--- src/rtl/arithmetic_fu_pipe.sv ---
// -----------------------------------------------------------------------------
// arithmetic_fu_pipe
//
// Pipelined integer arithmetic functional unit. A uop is evaluated
// combinationally on entry and captured into stage 0. Stages 1..STAGES-1 only
// hold {valid, result, illegal, rob tag, dest tag}. Valid/ready handshakes on
// both sides give backpressure, and the stages collapse bubbles. A flush
// squashes everything in flight plus the uop offered in the same cycle.
//
// Ports
//   clk           clock, all state updates on the rising edge
//   rst_n         asynchronous active-low reset
//   flush         synchronous squash of in-flight and incoming uops
//   valid_in      issue request
//   ready_out     FU can accept a uop this cycle (0 while in reset)
//   uop           operation select
//                 0 ADD, 1 SUB, 2 SLT, 3 SLTU, 4 LUI, 5 AUIPC
//                 any other value is illegal
//   rob_entry_in  ROB tag of the incoming uop
//   dest_reg_in   physical destination tag of the incoming uop
//   rs1, rs2, pc  operands; rs2 carries the immediate for LUI/AUIPC
//   valid_out     result available (gated by flush)
//   ready_in      writeback arbiter accepts the result this cycle
//   result        computed value
//   rob_entry     ROB tag of the result
//   dest_reg      destination tag of the result
//   illegal       the uop was not a defined encoding
// -----------------------------------------------------------------------------
module arithmetic_fu_pipe #(
    parameter int XLEN          = 32,
    parameter int ROB_SIZE      = 256,
    parameter int PHYS_REG_SIZE = 256,
    parameter int UOP_SIZE      = 16,
    parameter int STAGES        = 2
) (
    input  logic                             clk,
    input  logic                             rst_n,
    input  logic                             flush,
    input  logic                             valid_in,
    output logic                             ready_out,
    input  logic [$clog2(UOP_SIZE)-1:0]      uop,
    input  logic [$clog2(ROB_SIZE)-1:0]      rob_entry_in,
    input  logic [$clog2(PHYS_REG_SIZE)-1:0] dest_reg_in,
    input  logic [XLEN-1:0]                  rs1,
    input  logic [XLEN-1:0]                  rs2,
    input  logic [XLEN-1:0]                  pc,
    output logic                             valid_out,
    input  logic                             ready_in,
    output logic [XLEN-1:0]                  result,
    output logic [$clog2(ROB_SIZE)-1:0]      rob_entry,
    output logic [$clog2(PHYS_REG_SIZE)-1:0] dest_reg,
    output logic                             illegal
);

    localparam int UW = $clog2(UOP_SIZE);
    localparam int RW = $clog2(ROB_SIZE);
    localparam int PW = $clog2(PHYS_REG_SIZE);

    // Per-stage state
    logic            valid_reg   [STAGES];
    logic [XLEN-1:0] result_reg  [STAGES];
    logic            illegal_reg [STAGES];
    logic [RW-1:0]   rob_reg     [STAGES];
    logic [PW-1:0]   dest_tag_reg[STAGES];

    // advance[i]: stage i hands its contents downstream (or retires) this cycle
    logic [STAGES-1:0] advance;

    // Entry compute
    logic [XLEN-1:0] calc_result;
    logic            calc_illegal;
    logic            accept;

    always_comb begin
        calc_result  = '0;
        calc_illegal = 1'b0;
        // Anything above AUIPC (including any set upper bit) is undefined.
        if (uop > UW'(5)) begin
            calc_illegal = 1'b1;
        end else begin
            case (uop[2:0])
                3'd0:    calc_result = rs1 + rs2;
                3'd1:    calc_result = rs1 - rs2;
                3'd2:    calc_result = {{(XLEN-1){1'b0}}, ($signed(rs1) < $signed(rs2))};
                3'd3:    calc_result = {{(XLEN-1){1'b0}}, (rs1 < rs2)};
                3'd4:    calc_result = rs2;
                3'd5:    calc_result = pc + rs2;
                default: calc_illegal = 1'b1;
            endcase
        end
    end

    // Bubble-collapsing ready chain, evaluated from the output backwards so the
    // last stage's ready_in propagates all the way to ready_out in one cycle.
    always_comb begin
        advance = '0;
        advance[STAGES-1] = ready_in || !valid_reg[STAGES-1];
        for (int i = STAGES - 2; i >= 0; i--) begin
            advance[i] = !valid_reg[i+1] || advance[i+1];
        end
    end

    // rst_n gates ready_out so nothing is offered as accepted while in reset.
    assign ready_out = rst_n && (!valid_reg[0] || advance[0]);
    assign accept    = valid_in && ready_out && !flush;

    // Stage 0: captures the freshly computed uop
    always_ff @(posedge clk or negedge rst_n) begin
        if (!rst_n) begin
            valid_reg[0]    <= 1'b0;
            result_reg[0]   <= '0;
            illegal_reg[0]  <= 1'b0;
            rob_reg[0]      <= '0;
            dest_tag_reg[0] <= '0;
        end else if (flush) begin
            valid_reg[0] <= 1'b0;
        end else if (ready_out) begin
            valid_reg[0] <= accept;
            if (accept) begin
                result_reg[0]   <= calc_result;
                illegal_reg[0]  <= calc_illegal;
                rob_reg[0]      <= rob_entry_in;
                dest_tag_reg[0] <= dest_reg_in;
            end
        end
    end

    // Stages 1..STAGES-1: pure holding registers
    generate
        for (genvar gi = 1; gi < STAGES; gi++) begin : g_stage
            always_ff @(posedge clk or negedge rst_n) begin
                if (!rst_n) begin
                    valid_reg[gi]    <= 1'b0;
                    result_reg[gi]   <= '0;
                    illegal_reg[gi]  <= 1'b0;
                    rob_reg[gi]      <= '0;
                    dest_tag_reg[gi] <= '0;
                end else if (flush) begin
                    valid_reg[gi] <= 1'b0;
                end else if (advance[gi-1]) begin
                    // Upstream moves into us; a stalled stage keeps every field.
                    valid_reg[gi] <= valid_reg[gi-1];
                    if (valid_reg[gi-1]) begin
                        result_reg[gi]   <= result_reg[gi-1];
                        illegal_reg[gi]  <= illegal_reg[gi-1];
                        rob_reg[gi]      <= rob_reg[gi-1];
                        dest_tag_reg[gi] <= dest_tag_reg[gi-1];
                    end
                end
            end
        end
    endgenerate

    // Flush masks the output so no result retires in a flush cycle.
    assign valid_out = valid_reg[STAGES-1] && !flush;
    assign result    = result_reg[STAGES-1];
    assign illegal   = illegal_reg[STAGES-1];
    assign rob_entry = rob_reg[STAGES-1];
    assign dest_reg  = dest_tag_reg[STAGES-1];

endmodule

--- config.mk ---
export PLATFORM = sky130hd
export DESIGN_NAME = arithmetic_fu_pipe
export DESIGN_NICKNAME = d
export VERILOG_FILES = /design/src/rtl/arithmetic_fu_pipe.sv
export SDC_FILE = /design/constraint.sdc
export NUM_CORES = 1
export LEC_CHECK = 0
export CORE_ASPECT_RATIO = 1.5
export CORE_MARGIN = 2
export CORE_UTILIZATION = 50
export CTS_BUF_LIST = sky130_fd_sc_hd__clkbuf_16
export DETAILED_ROUTE_END_ITERATION = 12
export GPL_TIMING_DRIVEN = 0
export PLACE_DENSITY = 0.84
export SETUP_SLACK_MARGIN = 0.3
export SYNTH_ARGS = -nofsm -noshare
export SYNTH_HDL_FRONTEND = slang
export SYNTH_SLANG_ARGS = --single-unit
--- constraint.sdc ---
create_clock -name clk -period 2.5 [get_ports clk]
set_input_delay 0.5 -clock clk [delete_from_list [all_inputs] [get_ports clk]]
set_output_delay 0.5 -clock clk [all_outputs]
set_load 0.005 [all_outputs]
# Yosys cells after proc, flatten, opt, wreduce, memory -nomap -nowiden
# Cells that the tools add are included.
# classes
n_addsub	3
bitwise	1
mul	0
div	0
n_mux	8
n_eq_ne	5
reduce_logical	16
shift	0
magnitude_cmp	3
# op_table
operator	count
$pmux 32 s6	1
$add 32x32->32	2
$lt 32x32->1	2
$mux 32	1
$sub 32x32->32	1
$eq 3x2->1 const B	2
$eq 3x3->1 const B	2
$mux 1	6
$reduce_and 3->1	2
$reduce_or 6->1	1
$gt 4x3->1 const B	1
$logic_and 1x1->1	4
$reduce_bool 2->1	2
$eq 3x1->1 const B	1
$logic_not 1->1	3
$logic_not 3->1	1
$logic_or 1x1->1	3
$not 1->1	1
# totals
latchBits	0
word_cells	46
register_bits	100
memories	0
mem_bits_ro	0
out_inout_bits	51
in_bits	121
ramBits	0

# Logic depth before layout (Yosys ltp)
# Gate-level depths: netlist of the first run.
# depth
depth_word	9
depth_mapped	15
ltp_nobuf	13

# Least setup slack after synthesis of the first run
# OpenSTA, ideal clock, no wires.
# synth_path
path_type	in2reg
startpoint	input port uop[2]
endpoint	register result_reg[52] (netlist name)
setup_ps	126
slack_ps	-1362
stages	14
t_required_ps	2374
t_arrival_ps	3736
n_path_buf	2
path_cell_list	clkbuf_1 nand3b_1 clkbuf_1 mux2_2 ha_1 fa_1 nand3_1 nand2_1 a31oi_1 o31ai_2 a31o_2 a31oi_2 xnor2_1 a221o_1
# synth_between
elab_chain_len	3
elab_cells_between_ends	9
cone_classes	1 x order compare; 5 x eq/ne; 2 x mux; 1 x reduce/logical
# synth_rtl
item	line_no	rtl
from (decl)	41	input logic [$clog2(UOP_SIZE)-1:0] uop,
$eq 3x3->1, or another cell as far along	81	case (uop[2:0])
$pmux 32 s6	81	
$mux 32 *	78	if (uop > UW'(5)) begin
to (decl)	61	logic [XLEN-1:0] result_reg [STAGES];
# Mark *: on every way between the ends. The rest lies on a longest branch, timed or not.
# A chain may end at the register's enable or synchronous reset.

# Worst setup path in the final report of the first run
# layout_path
startpoint	input port uop[1]
endpoint	register result_reg[57] (netlist name)
# Same word-level chain as after synthesis.

==> run summary, run 1 <==
Status - complete, but fails checks
Failing checks - setup timing
CTS tree - built
CTS clk-pin slew, worst paths - 70 ps
Flop-to-flop setup slack - 230 ps
Drt total wl - 29200 microns
Clock root buffer - clkbuf_16
Slew HR - 28.4%
Worst vdd ir - 513 uV
Worst EP required - 2730 ps
Critical path, cell by cell - buf_8 -> nand3b_1 -> buf_8 -> buf_6 -> buf_12 -> mux2_4 -> ha_4 -> buf_8 -> nand4_1 -> nor2_1 -> a21oi_1 -> o31a_1 -> nand4b_1 -> a221oi_2 -> xor2_1 -> o221ai_2 -> a22o_1
MaxCap Viol Count - 0
Final core utilization - 75.1%
Routed WL per cell - 21.1 microns
Clock sinks - 100
Pre-antenna DRT Iters - 6
Ports - 172
Drt drc - 0
Antenna violations before repair - 1
Post-synthesis sequential element count - 100
Final setup violation count - 31
Nets@finish - 1364
Num CTS Buffers - 9
Final Wtd Congestion - 0.976
DR iter-0 viols - 518
Initial Utilization - 50.7%
Total GRT Usage - 31.1%
Slew Viols, Final - 0
GRT overflow - 0
DRT antenna net count - 0
Final HPWL DP - 19900 microns
Commonest non-fill, non-tap cell in the layout - clkdlybuf4s50_1
Pwr Total - 6.49 mW
Mapped cell area - 0.00846 sq mm
Final setup margin - -1060 ps
Worst path arrival time - 3790 ps
Library cells used by synthesis - 72
Crit start category - input pin
Die height - 163 microns
Measured slew at the worst slew-check pin - 1070 ps
Max FO, Critical Path - 5
Lkg Pwr - 5.69 nW
PD cells - 518 mW/mm^2
Slowest cell delay on critical path - 310 ps
Final Hold Fails - 0
Reg-to-reg endpoint - result_reg[61]$_DFFE_PN0P_
Largest net degree at the start of global routing - 38
Syn_area_per_cell - 9.22 sq um
Ys Warns - 0
Worst path slowest cell - a221oi_2
Maximum root-to-sink buffer count - 2
Via density - 6.14
Vias in the first global route - 8394
PortBufs - 170
Minimum clock period - 3560 ps
Achievable clock frequency - 0.281 GHz
Die width - 110 microns
Layout cell share with drive strength beyond 1 - 31.1%
Most frequent cells in the layout - clkdlybuf4s50_1 (132), dfrtp_1 (100), buf_4 (98)
Cell mode on critical path - buf_8
Global-route wire length before repair - 43200 microns
Area of the die - 0.0180 sq mm
Core Area - 0.0167 sq mm
P&R area growth vs syn - 48.2%
Hold_buf cts - 0
Fin crit share - 142%
Hold Path Class - in2async
Post-synthesis cell count - 917
Unrepaired setup endpoints after global routing - true
Clock skew - 6.05 ps
Post-Syn Nets - 1110
Register area share after synthesis - 29.6%
H-tree depth - 3
Crit end category - flip-flop
R2r startpoint - valid_reg[0]$_DFFE_PN0P_
Via count - 8520
Cell row count - 58
Max reg flops - 64
Worst r2r path cells - 8
Primary FF master, synth - dfrtp_1
Critical path type - in2reg
Count of flip-flops with a built-in enable after synthesis - 0
Clock Latency Late Sink - 340 ps
Post-synth ARST share - 100%
## area by class of cell
cell class	count	area, sq um
plain buffers	86	652
diodes	1	2.50
clock inverters	7	60.1
fillers	1084	4160
clock buffers	9	225
multi-input cells	681	6240
repair buffers	243	2380
inverters	50	200
well taps	210	263
flip-flops and latches	100	2500
## report_power, final
part / switching (mW) / internal (mW) / total [mW]
sequential: 0.152 / 1.91 / 2.06
combinational: 1.40 / 1.73 / 3.12
clock: 0.617 / 0.688 / 1.30
total: 2.17 / 4.32 / 6.49
## per-stage QoR
stage	hold WS [ps]	TNS, ps	worst slack (ps)	instances	instance area, sq um
final	18.5	-23860	-1060	1387	12500
after detailed placement	468	-55260	-2130	1298	10700
after global placement	457	-470300	-4370	1297	10700
after CTS	24.5	-17510	-895	1361	12100
after floorplan	204	-15550	-831	917	8700
after global routing	35.4	-25470	-1080	1387	12500
## cells in the mapped netlist, types with 6 or more instances
cell type / number / area share, %
dfrtp_1: 100 / 30
nor2b_1: 7 / 0.52
nand3_1: 12 / 0.71
ha_1: 70 / 10
a211oi_1: 6 / 0.53
buf_4: 48 / 4.3
nand2_1: 77 / 3.4
nor2_1: 36 / 1.6
a31oi_1: 6 / 0.44
a221oi_1: 7 / 0.72
a222oi_1: 11 / 1.3
nand2b_1: 10 / 0.74
xor2_1: 24 / 2.5
mux2_2: 61 / 8.1
o21bai_1: 8 / 0.71
a22oi_1: 11 / 0.98
xnor2_1: 32 / 3.3
o221ai_1: 6 / 0.62
o21ai_1: 22 / 1.3
clkbuf_1: 29 / 1.3
o21ai_0: 47 / 2.8
mux2_1: 34 / 4.5
inv_1: 50 / 2.2
a21o_1: 23 / 2.0
a21oi_1: 67 / 4.0
nand4_1: 12 / 0.89
## critical path: cells and delay by family
family / cells / cell delay (ps)
AOI/OAI and AO/OA: 5 / 1080
muxes: 1 / 300
adders and majority gates: 1 / 240
and+or+nand+nor: 4 / 710
xor gates and xnor gates: 1 / 260
buffers and inverters: 5 / 660
## layer usage
layer	track usage, %	up-vias	part of all wire (%)
met5	0	-	0
met4	16.1	0	6.7
met3	3.27	149	5.9
met2	56.7	444	52
met1	34.9	4105	35
li1	-	3822	-
## kinds of logic after synthesis
logic type | after synthesis | synth area share, %
buf+inv | 136 | 8.23
xor+xnor | 56 | 5.80
fa+ha+maj | 72 | 10.8
simple gates | 185 | 10.5
flops | 100 | 29.6
compound gates | 268 | 21.8
mux | 100 | 13.2
## how the worst max path moves through the flow
stage / depth (start not counted) / slack [ps] / from / to
2_1_floorplan: 14 / -830 / uop[2] / result_reg[52]$_DFFE_PN0P_
3_3_place_gp: 6 / -4370 / rst_n / result_reg[35]$_DFFE_PN0P_
3_5_place_dp: 15 / -2130 / uop[0] / result_reg[63]$_DFFE_PN0P_
4_1_cts: 17 / -900 / uop[0] / result_reg[50]$_DFFE_PN0P_
5_1_grt: 17 / -1080 / uop[1] / result_reg[57]$_DFFE_PN0P_
6_report: 17 / -1060 / uop[1] / result_reg[57]$_DFFE_PN0P_
## what timing repair did
item | CTS | global route
gates resized for setup | 202 | 88
gates cloned | 2 | 0
buffers inserted | 45 | 25
pin swaps | 70 | 65
endpoints found under the setup margin | 43 | 47
hold endpoints to repair | 0 | 0
Power figures use the tool's default switching activity.
==> run 2, diff against run 1 <==
--- a/config.mk
+++ b/config.mk
@@ -11,6 +11,7 @@
 export CTS_BUF_LIST = sky130_fd_sc_hd__clkbuf_16
 export DETAILED_ROUTE_END_ITERATION = 12
 export GPL_TIMING_DRIVEN = 0
+export HOLD_SLACK_MARGIN = 0.1
 export PLACE_DENSITY = 0.84
 export SETUP_SLACK_MARGIN = 0.3
 export SYNTH_ARGS = -nofsm -noshare
==> run 2 against run 1 <==
  * The flow still finishes with violations (setup timing)
  * Core utilization increased by 0.12 points
  * Register-to-register slack about the same
  * Sequential power is essentially flat
  * Critical path type unchanged
==> run summary, run 2 (synthesis results as in run 1) <==
Sum Neg Setup Slack - -24070 ps
MaxCap Viol Count - 0
Failing checks - setup timing
Unrepaired setup endpoints after global routing - true
Layout cell share with drive strength beyond 1 - 31.2%
Final Wtd Congestion - 0.976
GRT overflow - 0
Final setup violation count - 31
Met3 usage - 3.27%
R2r startpoint - valid_reg[0]$_DFFE_PN0P_
Flop-to-flop setup slack - 230 ps
Global-route wire length before repair - 43200 microns
Final HPWL DP - 19900 microns
Fin crit share - 142%
Via density - 6.17
Ports - 172
Internal Power - 4.32 mW
Crit start category - input pin
Fillcell total - 1083
Fin area - 0.0125 sq mm
Crit path launch - uop[1]
Sw power - 2.17 mW
Num CTS Buffers - 9
Drt drc - 0
Final Hold Fails - 0
Critical path, cell by cell - buf_8 -> nand3b_1 -> buf_8 -> buf_6 -> buf_12 -> mux2_4 -> ha_4 -> buf_8 -> nand4_1 -> nor2_1 -> a21oi_1 -> o31a_1 -> nand4b_1 -> a221oi_2 -> xor2_1 -> o221ai_2 -> a22o_1
Drt total wl - 29400 microns
Die height - 163 microns
Worst Path Buf+Inv - 5
Worst path arrival time - 3790 ps
CTS clk-pin slew, worst paths - 70 ps
Initial Utilization - 50.7%
Register area - 0.00250 sq mm
Placed insts - 1298
Max reg flops - 64
Status - complete, but fails checks
Total GRT Usage - 31.2%
Gr busiest metal - met2
Pre-antenna DRT Iters - 6
Met1 usage - 34.9%
Footprint of the multi-input gates - 0.00624 sq mm
Hold Path Class - in2async
DRT antenna net count - 0
Commonest non-fill, non-tap cell in the layout - clkdlybuf4s50_1
Die width - 110 microns
Area of the die - 0.0180 sq mm
Clock skew - 6.50 ps
Most frequent cells in the layout - clkdlybuf4s50_1 (132), dfrtp_1 (100), buf_4 (98)
Max FO, Critical Path - 5
Crit end category - flip-flop
Maximum root-to-sink buffer count - 2
Clock sinks - 100
Final setup margin - -1060 ps
Nets@finish - 1365
Achievable clock frequency - 0.281 GHz
Worst path slowest cell - a221oi_2
Worst vdd ir - 515 uV
Critical path type - in2reg
Final core utilization - 75.2%
Pre-CTS setup slack - -2130 ps
Reg power frac - 31.7%
Clock Latency Late Sink - 340 ps
Minimum clock period - 3560 ps
Finished Layout Cells - 1388
Area after DPL - 0.0107 sq mm
Clk pwr share - 20.1%
PD cells - 518 mW/mm^2
Slowest cell delay on critical path - 310 ps
Lkg Pwr - 5.69 nW
PortBufs - 170
Cell mode on critical path - buf_8
Slew Viols, Final - 0
Largest net degree at the start of global routing - 36
Measured slew at the worst slew-check pin - 1080 ps
Core Area - 0.0167 sq mm
Clock root buffer - clkbuf_16
Vias in the first global route - 8411
Switching share of total power - 33.5%
Comb power frac - 48.2%
Worst EP required - 2730 ps
Slew HR - 27.8%
H-tree depth - 3
Routed WL per cell - 21.2 microns
Met2 Resource Use GR - 57.0%
DR iter-0 viols - 531
Via count - 8565
P&R area growth vs syn - 48.4%
CP delay by family, top - compound AO/OA/AOI/OAI gates
Cell row count - 58
CTS tree - built
Antenna violations before repair - 1
[run 2: cell count changes in the layout (fill, tap and decap cells not counted), sizes merged]
cell and delta:
buf +1
[run 2: repair_timing]
action / CTS / global route
setup buffers: 45 / 25
hold endpoints to repair: 35 / 0
hold buffers: 1 / 0
gates resized for setup: 202 / 88
setup endpoints to repair: 43 / 47
pin swaps: 70 / 65
gates cloned: 2 / 0
[run 2: layout make-up]
type / count / share of cell area (%)
Antenna cell: 1 / 0.0199
Buffer: 86 / 5.19
Clock buffer: 9 / 1.79
Clock inverter: 7 / 0.479
Inverter: 50 / 1.60
Multi-Input combinational cell: 681 / 49.8
Sequential cell: 100 / 19.9
Tap cell: 210 / 2.09
Timing Repair Buffer: 244 / 19.1
[run 2: metal layers]
metal / wire [microns] / vias to the layer above / share of wire [%]
met1: 10300 / 4110 / 35
met5: 0 / - / 0
met3: 1920 / 148 / 6.5
met4: 1850 / 0 / 6.3
met2: 15400 / 482 / 52
li1: - / 3825 / -
[run 2: worst paths after layout]
kind,to,cells after the start
max in group asynchronous,rob_entry[1]$_DFFE_PN0P_,2
min,result[31]$_DFFE_PN0P_,2
min in group clk,result_reg[48]$_DFFE_PN0P_,2
max,result_reg[57]$_DFFE_PN0P_,17
max reg2reg,result_reg[61]$_DFFE_PN0P_,8
min reg2reg,result_reg[48]$_DFFE_PN0P_,2
[run 2: power by group through the flow]
| stage | logic, mW | registers, mW | clock network, mW |
|---|---|---|---|
| detailed placement | 2.51 | 2.09 | 0 |
| finish | 3.13 | 2.06 | 1.30 |
| floorplan | 1.55 | 2.03 | 0 |
| CTS | 2.86 | 2.06 | 1.33 |
| global placement | 2.46 | 2.07 | 0 |
| global route | 3.34 | 2.09 | 1.38 |
[run 2: metrics by stage]
stage / hold WS [ps] / total power, mW
5_1_grt: 124 / 6.81
3_3_place_gp: 457 / 4.53
3_5_place_dp: 468 / 4.60
6_report: 114 / 6.49
4_1_cts: 120 / 6.25
2_1_floorplan: 204 / 3.58
